--- config.mk ---
export PLATFORM = sky130hd
export DESIGN_NAME = alu_operand_stage
export DESIGN_NICKNAME = d
export VERILOG_FILES = /design/src/rtl/alu_operand_stage_pkg.sv /design/src/rtl/alu_operand_stage_reg_file.sv /design/src/rtl/alu_operand_stage.sv
export SDC_FILE = /design/constraint.sdc
export NUM_CORES = 1
export LEC_CHECK = 0
export CAP_MARGIN = 30
export CORE_MARGIN = 2
export CORE_UTILIZATION = 57
export CTS_CLUSTER_SIZE = 14
export DETAILED_ROUTE_END_ITERATION = 7
export MAX_ROUTING_LAYER = met4
export PLACE_DENSITY_LB_ADDON = 0.2
export SYNTH_ARGS = -nofsm -noshare
export SYNTH_HDL_FRONTEND = slang
export SYNTH_HIERARCHICAL = 1
export SYNTH_SLANG_ARGS = --single-unit
export TNS_END_PERCENT = 5
--- constraint.sdc ---
create_clock -name Clk -period 3.9 [get_ports Clk]
set_clock_uncertainty 0.15 [all_clocks]
set_input_delay 0.39 -clock Clk [delete_from_list [all_inputs] [get_ports Clk]]
set_output_delay 0.39 -clock Clk [all_outputs]
set_load 0.02 [all_outputs]
--- src/rtl/alu_operand_stage_pkg.sv ---
`default_nettype none
// ============================================================================
// Module   : alu_operand_stage_pkg
// Brief    : Shared definitions for the ALU operand stage (op enum, issue word).
// Revision : 1.0 - initial release
// ============================================================================
package alu_operand_stage_pkg;

   localparam int DATA_W   = 8;
   localparam int ADDR_W   = 3;
   localparam int OP_W     = 4;
   localparam int NUM_REGS = 2**ADDR_W;

   typedef enum logic [OP_W-1:0] {
      OP_ADD   = 4'd0,
      OP_SUB   = 4'd1,
      OP_XOR   = 4'd2,
      OP_CLR   = 4'd3,
      OP_AND   = 4'd4,
      OP_OR    = 4'd5,
      OP_INC   = 4'd6,
      OP_NOT   = 4'd7,
      OP_PASSA = 4'd8
   } op_e;

   typedef struct packed {
      op_e               op;
      logic [ADDR_W-1:0] ra;
      logic [ADDR_W-1:0] rb;
      logic [ADDR_W-1:0] rd;
      logic              we;
   } issue_t;

endpackage
`default_nettype wire

--- src/rtl/alu_operand_stage_reg_file.sv ---
`default_nettype none
// ============================================================================
// Module   : reg_file
// Brief    : 2R1W register file with combinational debug read; reset clears all.
// Revision : 1.0 - initial release
// ============================================================================
module reg_file
   import alu_operand_stage_pkg::*;
#(
   parameter int W = DATA_W,
   parameter int A = ADDR_W
) (
   input  logic         Clk,
   input  logic         Reset,
   input  logic [A-1:0] i_raddr_a,
   output logic [W-1:0] o_rdata_a,
   input  logic [A-1:0] i_raddr_b,
   output logic [W-1:0] o_rdata_b,
   input  logic [A-1:0] i_dbg_addr,
   output logic [W-1:0] o_dbg_data,
   input  logic         i_we,
   input  logic [A-1:0] i_waddr,
   input  logic [W-1:0] i_wdata
);

   logic [W-1:0] r_mem [NUM_REGS];

   always_ff @(posedge Clk) begin
      if (Reset) begin
         for (int i = 0; i < NUM_REGS; i++) begin
            r_mem[i] <= '0;
         end
      end else if (i_we) begin
         r_mem[i_waddr] <= i_wdata;
      end
   end

   assign o_rdata_a  = r_mem[i_raddr_a];
   assign o_rdata_b  = r_mem[i_raddr_b];
   assign o_dbg_data = r_mem[i_dbg_addr];

endmodule
`default_nettype wire

--- src/rtl/alu_operand_stage.sv ---
`default_nettype none
// ============================================================================
// Module   : alu_operand_stage
// Brief    : Operand fetch / EX register / writeback ahead of the ALU, with
//            back-to-back bypass. Optional ZeroFlag via macro ZERO_FLAG_EN.
// Revision : 1.0 - initial release
// ============================================================================
module alu_operand_stage
   import alu_operand_stage_pkg::*;
#(
   parameter int W   = DATA_W,
   parameter int A   = ADDR_W,
   parameter int OPW = OP_W
) (
   input  logic           Clk,
   input  logic           Reset,
   input  logic           IssueValid,
   output logic           IssueReady,
   input  logic [OPW-1:0] IssueOp,
   input  logic [A-1:0]   IssueRa,
   input  logic [A-1:0]   IssueRb,
   input  logic [A-1:0]   IssueRd,
   input  logic           IssueWe,
   input  logic           Hold,
   output logic [W-1:0]   AluInA,
   output logic [W-1:0]   AluInB,
   output logic [OPW-1:0] AluOp,
   input  logic [W-1:0]   AluOut,
   output logic           ExValid,
   input  logic [A-1:0]   DbgAddr,
   output logic [W-1:0]   DbgData
`ifdef ZERO_FLAG_EN
   ,
   output logic           ZeroFlag
`endif
);

   issue_t       w_issue;
   logic         w_xfer;
   logic         w_wb;
   logic         w_byp_a;
   logic         w_byp_b;
   logic [W-1:0] w_rf_a;
   logic [W-1:0] w_rf_b;
   logic [W-1:0] w_opnd_a;
   logic [W-1:0] w_opnd_b;

   issue_t       r_ex;
   logic         r_ex_valid;
   logic [W-1:0] r_alu_a;
   logic [W-1:0] r_alu_b;

   assign w_issue = '{op: op_e'(IssueOp), ra: IssueRa, rb: IssueRb,
                      rd: IssueRd, we: IssueWe};

   assign IssueReady = !Hold;
   assign w_xfer     = IssueValid && !Hold;
   assign w_wb       = r_ex_valid && r_ex.we && !Hold;

   reg_file #(
      .W (W),
      .A (A)
   ) u_reg_file (
      .Clk        (Clk),
      .Reset      (Reset),
      .i_raddr_a  (w_issue.ra),
      .o_rdata_a  (w_rf_a),
      .i_raddr_b  (w_issue.rb),
      .o_rdata_b  (w_rf_b),
      .i_dbg_addr (DbgAddr),
      .o_dbg_data (DbgData),
      .i_we       (w_wb),
      .i_waddr    (r_ex.rd),
      .i_wdata    (AluOut)
   );

   // The EX result is written on the same edge this issue loads, so forward it.
   assign w_byp_a  = r_ex_valid && r_ex.we && (r_ex.rd == w_issue.ra);
   assign w_byp_b  = r_ex_valid && r_ex.we && (r_ex.rd == w_issue.rb);
   assign w_opnd_a = w_byp_a ? AluOut : w_rf_a;
   assign w_opnd_b = w_byp_b ? AluOut : w_rf_b;

   always_ff @(posedge Clk) begin
      if (Reset) begin
         r_ex       <= '0;
         r_ex_valid <= 1'b0;
         r_alu_a    <= '0;
         r_alu_b    <= '0;
      end else if (w_xfer) begin
         r_ex       <= w_issue;
         r_ex_valid <= 1'b1;
         r_alu_a    <= w_opnd_a;
         r_alu_b    <= w_opnd_b;
      end else if (!Hold) begin
         r_ex_valid <= 1'b0;
      end
   end

   assign AluInA  = r_alu_a;
   assign AluInB  = r_alu_b;
   assign AluOp   = r_ex.op;
   assign ExValid = r_ex_valid;

`ifdef ZERO_FLAG_EN
   logic r_zero_flag;

   always_ff @(posedge Clk) begin
      if (Reset) begin
         r_zero_flag <= 1'b0;
      end else if (w_wb) begin
         r_zero_flag <= (AluOut == '0);
      end
   end

   assign ZeroFlag = r_zero_flag;
`endif

endmodule
`default_nettype wire

* Yosys cells after proc, flatten, opt, wreduce, memory -nomap -nowiden
Memory sizes are Yosys's and may differ from the RTL's. A register that Yosys moved wholly into a read port is not among the register bits.
Index checks and enable logic that the tools add are counted.
W data, S select, Z words.
** Storage, ports and cells
- Bits in writable memories :: 64
- Flip-flop bits (word level) :: 9
- Memories kept :: 1
- Bits of input ports :: 29
- Output and inout bits :: 30
** Memories
- u_reg_file.r_mem :: words 8, bits a word 8, read ports 3, clocked after Yosys merged registers in 2, wr ports 8, line alu_operand_stage_reg_file.sv:26 : logic [W-1:0] r_mem [NUM_REGS];
** Cells by class
- Equality and inequality tests :: 1
- Mux-type cells :: 10
- Reduce and logical (&&, ||, !) cells :: 5
** Operators by type and width (count)
- $mux W1 :: 8
- $mux W8 :: 1
- $reduce_or A8 Y1 :: 1
- $logic_and A1 B1 Y1 :: 3
- $mux W3 :: 1
- $ne A2 B1 Y1 const B :: 1
- $logic_not A1 Y1 :: 1

* Logic depth before layout (Yosys ltp)
Gate-level depths: netlist of the first run.
- Depth after elaboration :: 7
- Gate-level depth with buffers :: 8
- Gate-level depth less buffers :: 5

* Cells and area by module
The synthesis of the first run kept the hierarchy.
** By module, submodules not included
- reg_file :: cells each 251, seq. area each 1921.8 um2, times used 1, area an instance 4065.1 um2
- alu_operand_stage :: cells each 154, seq. area each 500.5 um2, times used 1, area an instance 1445.1 um2

* Worst setup path after synthesis of the first run
Ideal clock, no wire load.
- Kind :: reg2reg
- Start point :: register r_ex_valid, in the netlist ExValid
- End point :: memory u_reg_file/r_mem[0][0] in the netlist's numbering (enable)
- Arrival :: 2.376 ns
- Setup slack :: 1.000 ns
- Clock period less this slack :: 2.900 ns
- Stages on the path, launching flop included :: 9
- Required time :: 3.375 ns
- Library setup time :: 0.375 ns
- Buffers on the path :: 4
- Cell sequence :: dfxtp_1 -> and2_1 -> buf_2 -> clkbuf_1 -> and2_1 -> or3b_2 -> buf_2 -> buf_2 -> o21bai_1
** RTL lines
- start: declaration :: line alu_operand_stage.sv:49 : logic r_ex_valid;
- start signal: assignment :: line alu_operand_stage.sv:86 : r_ex_valid <= 1'b0;
- start signal: assignment :: line alu_operand_stage.sv:91 : r_ex_valid <= 1'b1;
- start signal: assignment :: line alu_operand_stage.sv:95 : r_ex_valid <= 1'b0;
- end: declaration :: line alu_operand_stage_reg_file.sv:26

* Final worst setup path of the first run
- Start point :: input DbgAddr[2]
- End point :: output DbgData[2]
** On the way
- Longest elaborated chain between the ends :: 1
** RTL lines
- start: declaration :: line alu_operand_stage.sv:30 : input logic [A-1:0] DbgAddr,
- $mem_v2 Z8 W8
- end: declaration :: line alu_operand_stage.sv:31 : output logic [W-1:0] DbgData
Every way passes these cells.

==> results.md, run 1 <==
* Vias in the first global route at 3804
* Worst flop-to-flop path startpoint: ExValid
* Crit path to: DbgData[2]
* Io pins at 59
* Type of origin of the critical path: input port
* Router iterations before antenna repair at 5
* Synthesized area at 5510 um2
* Avg Cell Area, Syn at 13.6 um2
* Clock slew at reported path FFs at 90 ps
* CTS Sinks at 89
* FMAX at 0.319 GHz
* RSZ-0062 raised after global routing: no
* Critical path cell sequence: clkdlybuf4s50_1 -> mux4_1 -> mux2_2 -> clkdlybuf4s50_1
* Max_cap viols at 0
* First-pass GRT wire length at 21.4 mm
* Layout Nets at 479
* Largest net degree at the start of global routing at 29
* Antenna cells at 0
* Syn_nets at 434
* Post-route ant nets at 0
* Cts bufs inserted at 9
* Critical Path RT at 3360 ps
* Worst Setup SP: DbgAddr[2]
* Final GP Congestion at 0.926
* Outcome: finished, final reports clean
* Minimum clock period at 3140 ps
* Initial antenna violation count at 0
* Unique masters post-synth at 29
* Total track usage at 0.284
* Worst Reg2Reg Path Length in Cells at 5
* Critical R2R Capture: u_reg_file/r_mem[5][0]
* Die area at 10500 um2
* #FFs+latches synth at 89
* Top cell family by delay on the critical path: buffers and inverters
* Setup TNS at 0 ps
* CP Buf/Inv Count at 2
* Yosys top cell by area: edfxtp_1
* Most used cell, CP: clkdlybuf4s50_1
* Main flop type after synthesis: edfxtp_1
* Power consumption at 2.06 mW
* # setup viols final at 0
* Root Buffer: clkbuf_8
* Critical path's slowest cell: clkdlybuf4s50_1
* Final wirelength at 13.8 mm
* Pwr dens at 327 nW/um2
* Commonest cells after routing, fill and taps aside: nor3_1, edfxtp_1, clkdlybuf4s50_1
* Core ar. at 9330 um2
* H-tree depth at 3
* Hold Path Class: reg -> reg
* DR iter-0 viols at 326
* Path type of the worst setup path: in -> out
* Critical Path Stages at 4
* Post-synth top area share at 0.349
* Row count at 35
* Post-DP HPWL at 9.64 mm
* Die H at 102 um
* Clk Latency, worst-skew pair at 360 ps
* DR vias/cell at 6.73
* Setup Buffers After CTS at 0
* Share of layout cells above drive strength 1 at 0.191
* Drc violations at 0
* Number of enable flip-flop cells after synthesis at 64
* Clock Tree Buf Depth at 2
* Port Buf Inserts at 58
* CP Capture Type: primary output
* Ranking of synthesized cells by area: edfxtp_1, mux4_1, dfxtp_1, nor3_1, mux2_2
* Post-DR wirelength/cell at 23.6 um
* Post-route clock period utilization at 0.804
* Die Wd at 102 um
* Max IR drop VDD at 213 uV
* Cts hold-fix bufs at 0
* CP max FO at 16
* DR vias at 3930
* Fin. Hold Viols at 0
* Synth Warn # at 6
* Post-synthesis sequential area ratio at 0.440
* R2R Setup Slk at 1110 ps
* Total gr overflow at 0
* P_leak at 2.25 nW
* Area growth syn-to-layout at 14.5%
* Arrival time worst endpoint at 2600 ps
* Slew Limit Fails at 0
* Async set or reset register ratio after synthesis at 0
* Worst relative slew slack at 0.366
* Worst-Margin Slew at 949 ps
* Slowest stage delay, CP at 960 ps
* CTS tree: done
* Resize count post-CTS at 0
* Initial core utilization at 0.591
* Synth Instances at 405
==> metal layers <==
metal | track usage | up-vias | wire length (um) | share of wire
met1 | 0.380 | 1975 | 5820 | 0.42
li1 | - | 1738 | - | -
met3 | 0.0445 | 28 | 1060 | 0.077
met4 | 0.0872 | 0 | 280 | 0.020
met2 | 0.453 | 189 | 6640 | 0.48
met5 | - | - | 0 | 0
==> cell families after synthesis <==
group / Yosys count / share of synthesized area
xor+xnor: 6 / 0.00954
simple gates: 117 / 0.115
flops: 89 / 0.440
compound gates: 65 / 0.103
buf+inv: 56 / 0.0597
mux: 72 / 0.273
==> worst min path at each step <==
stage                     endpoint  slack, ps     start  depth (start not counted)
after floorplan            r_ex[0]        280   r_ex[0]                          2
after global placement     r_ex[0]        290   r_ex[0]                          2
after detailed placement  AluOp[1]        300  AluOp[1]                          2
after CTS                 AluOp[1]        310  AluOp[1]                          2
after global routing      AluOp[2]        330  AluOp[2]                          2
final                     AluOp[1]        310  AluOp[1]                          2
==> synthesized netlist by cell type (all sizes together) (2+ instances only) <==
library cell	number
a211oi	16
a21oi	9
a41oi	16
and2	2
and4	2
buf	31
clkbuf	16
clkinv	8
dfxtp	25
edfxtp	64
mux2	24
mux4	48
nand2	18
nand2b	3
nor2	8
nor3	64
o21bai	24
or3b	17
xnor2	6
==> worst reg2reg max path, cell delays in order, from the launching register on <==
cell	delay, ps
dfxtp_1	350
and2_1	130
buf_4	210
and2_1	190
or3b_2	580
o21bai_1	800
==> state kept, by name (all words and copies together) (netlist names) <==
signal	flops
r_ex	4
AluOp	4
AluInA	8
ExValid	1
AluInB	8
u_reg_file/r_mem	64
==> power by group <==
group | switching, mW | total [mW] | internal (mW)
Combinational | 0.189 | 0.381 | 0.192
Sequential | 0.0304 | 1.08 | 1.05
Clock | 0.360 | 0.602 | 0.241
Total | 0.579 | 2.06 | 1.48
==> stage by stage <==
stage | setup slack (ps) | cell area [um2] | hold slack (ps) | utilization | std cells
3_5_place_dp | 773 | 6130 | 300 | 0.657 | 568
2_1_floorplan | 1000 | 5510 | 282 | - | 405
4_1_cts | 771 | 6310 | 311 | 0.676 | 584
3_3_place_gp | 828 | 6130 | 289 | 0.657 | 568
6_report | 764 | 6310 | 306 | 0.676 | 584
5_1_grt | 711 | 6310 | 328 | 0.676 | 584
==> area by class of cell <==
| cell class | count | area (um2) |
|---|---|---|
| clock buffers | 10 | 128 |
| clock inverters | 6 | 51.3 |
| fillers | 672 | 3020 |
| inverters | 9 | 33.8 |
| multi-input cells | 260 | 2760 |
| flip-flops and latches | 89 | 2420 |
| well taps | 129 | 161 |
| repair buffers | 81 | 753 |
Power figures use the tool's default switching activity.
==> run 2, diff against run 1 <==
==> constraint.sdc (replaced) <==
create_clock -name Clk -period 3.25 [get_ports Clk]
set_clock_uncertainty 0.15 [all_clocks]
set_input_delay 0.325 -clock Clk [delete_from_list [all_inputs] [get_ports Clk]]
set_output_delay 0.325 -clock Clk [all_outputs]
set_load 0.02 [all_outputs]
==> run 2 against run 1 <==
Effect of this change: die area is the same; count of clock-buffer cells in the layout is the same; non-clock buffer count up 4; worst hold slack gained 8.6 ps; first-iteration DRC count rose by 49%; global-route usage down 0.59 points; via count up 0.18%; critical path depth is 1 higher; sequential power grew 19%; sequential share of layout area decreased by 0.55 points; core utilization grew 0.98 points; final cell count increased by 0.68%; critical path type unchanged; highest routed layer unchanged.
==> results.md, run 2 (synthesis results as in run 1) <==
* Max IR drop VDD at 211 uV (-0.68%)
* Setup TNS at 0 ps (unchanged)
* R2R Setup Slk at 680 ps (-430 ps)
* Met2 Wirelength at 6.51 mm (-1.9%)
* Post-route clock period utilization at 0.891
* Root Buffer: clkbuf_8
* Worst slack, placed at 356 ps (-417 ps)
* P_leak at 2.29 nW (+1.7%)
* CP max FO at 16 (unchanged)
* Die area at 10500 um2 (unchanged)
* Post-DP HPWL at 9.44 mm (-2.1%)
* Worst setup margin at 354 ps (-411 ps)
* Cts bufs inserted at 9 (unchanged)
* Critical Path RT at 2770 ps (-590 ps)
* Post-DR wirelength/cell at 23.0 um (-2.6%)
* Total track usage at 0.278 (-0.00591)
* Router iterations before antenna repair at 5 (unchanged)
* Drc violations at 0 (unchanged)
* Core ar. at 9330 um2 (unchanged)
* Util after Layout at 0.686 (+0.00979)
* Row count at 35 (unchanged)
* RSZ-0062 raised after global routing: no
* # setup viols final at 0 (unchanged)
* Hold Path Class: reg -> reg
* Io pins at 59 (unchanged)
* Clock Tree Buf Depth at 2 (unchanged)
* Worst Hold Depth at 2 (unchanged)
* Post-Route M1 WL at 5.51 mm (-5.3%)
* CTS tree: done
* CTS Sinks at 89 (unchanged)
* Initial antenna violation count at 0 (unchanged)
* Outcome: finished, final reports clean
* Slew Limit Fails at 0 (unchanged)
* Initial core utilization at 0.591 (unchanged)
* Final GP Congestion at 0.934 (+0.89%)
* Resize count post-CTS at 0 (unchanged)
* Die Wd at 102 um (unchanged)
* Path type of the worst setup path: in -> out
* Port Buf Inserts at 58 (unchanged)
* Setup Buffers After CTS at 0 (unchanged)
* Max_cap viols at 0 (unchanged)
* WL met3 at 1.32 mm (+24%)
* Die H at 102 um (unchanged)
* Minimum clock period at 2900 ps
* H-tree depth at 3 (unchanged)
* DR vias at 3937 (+0.18%)
* Commonest cells after routing, fill and taps aside: nor3_1, edfxtp_1, clkdlybuf4s50_1
* Pwr dens at 399 nW/um2 (+22%)
* Largest net degree at the start of global routing at 34 (+17%)
* Highest routed layer: met4
* Layout Nets at 483 (+0.84%)
* Worst relative slew slack at 0.495 (+0.128)
* DR vias/cell at 6.70 (-0.50%)
* Post-route ant nets at 0 (unchanged)
* Antenna cells at 0 (unchanged)
* Worst flop-to-flop path startpoint: ExValid
* Clock slew at reported path FFs at 90 ps (about the same)
* Hold Path Sink: AluOp[0]
* Worst Reg2Reg Path Length in Cells at 6 (+1)
* Type of origin of the critical path: input port
* Arrival time worst endpoint at 2420 ps (-180 ps)
* Worst-Margin Slew at 758 ps (-191 ps)
* Share of layout cells above drive strength 1 at 0.198 (+0.00705)
* First-pass GRT wire length at 20.8 mm (-2.8%)
* Total gr overflow at 0 (unchanged)
* Vias in the first global route at 3649 (-4.1%)
* Worst Min Path Start: AluOp[0]
* DR iter-0 viols at 487 (+49%)
* Max reg flops at 64 (unchanged)
* FMAX at 0.345 GHz
* Area growth syn-to-layout at 16.1%
* Clk Latency, worst-skew pair at 370 ps (about the same)
* CP Capture Type: primary output
* Fin. Hold Viols at 0 (unchanged)
* Cts hold-fix bufs at 0 (unchanged)
* Final wirelength at 13.5 mm (-1.9%)
* Top reg by flops: u_reg_file/r_mem
* Critical R2R Capture: u_reg_file/r_mem[4][2]
## run 2: cell count changes in the layout (fill, tap and decap cells not counted), sizes merged
cell,change
clkinv,-2
clkinvlp,+1
bufinv,+1
buf,+4
## run 2: worst max-delay path, cell delays in order
cell	delay, ps
clkdlybuf4s50_1	500
buf_12	180
mux4_1	570
mux2_2	290
clkdlybuf4s50_1	540
## run 2: worst max path at each step
stage	start	slack, ps	cells past startpoint	to
2_1_floorplan	ExValid	350	8	u_reg_file/r_mem[0][0]
3_3_place_gp	DbgAddr[0]	380	5	DbgData[1]
3_5_place_dp	IssueRa[0]	360	7	AluInA[6]
4_1_cts	DbgAddr[0]	350	5	DbgData[4]
5_1_grt	DbgAddr[0]	310	5	DbgData[4]
6_report	DbgAddr[0]	350	5	DbgData[4]
## run 2: cell type report
type                            count  area, um2
Clock buffer                       10        128
Clock inverter                      6       75.1
Fill cell                         668       2930
Inverter                            9       33.8
Multi-Input combinational cell    260       2760
Sequential cell                    89       2420
Tap cell                          129        161
Timing Repair Buffer               85        821
## run 2: report_power, final
part	leakage (nW)	internal, mW	switching [mW]
clock	0.0990	0.367	0.429
combinational	1.32	0.237	0.227
sequential	0.868	1.26	0.0353
## run 2: stage by stage
step                      hold WS [ps]  power, mW  cell area, um2  std cells
final                              315       2.55            6400        588
after global routing               344       2.64            6400        588
after CTS                          316       2.56            6400        588
after detailed placement           303       1.78            6200        572
after global placement             291       1.77            6200        572
after floorplan                    282       1.60            5510        405
## run 2: layer usage
layer	track usage	vias up
li1	-	1752
met1	0.374	1945
met2	0.429	214
met3	0.0643	26
met4	0.0790	0
met5	-	-
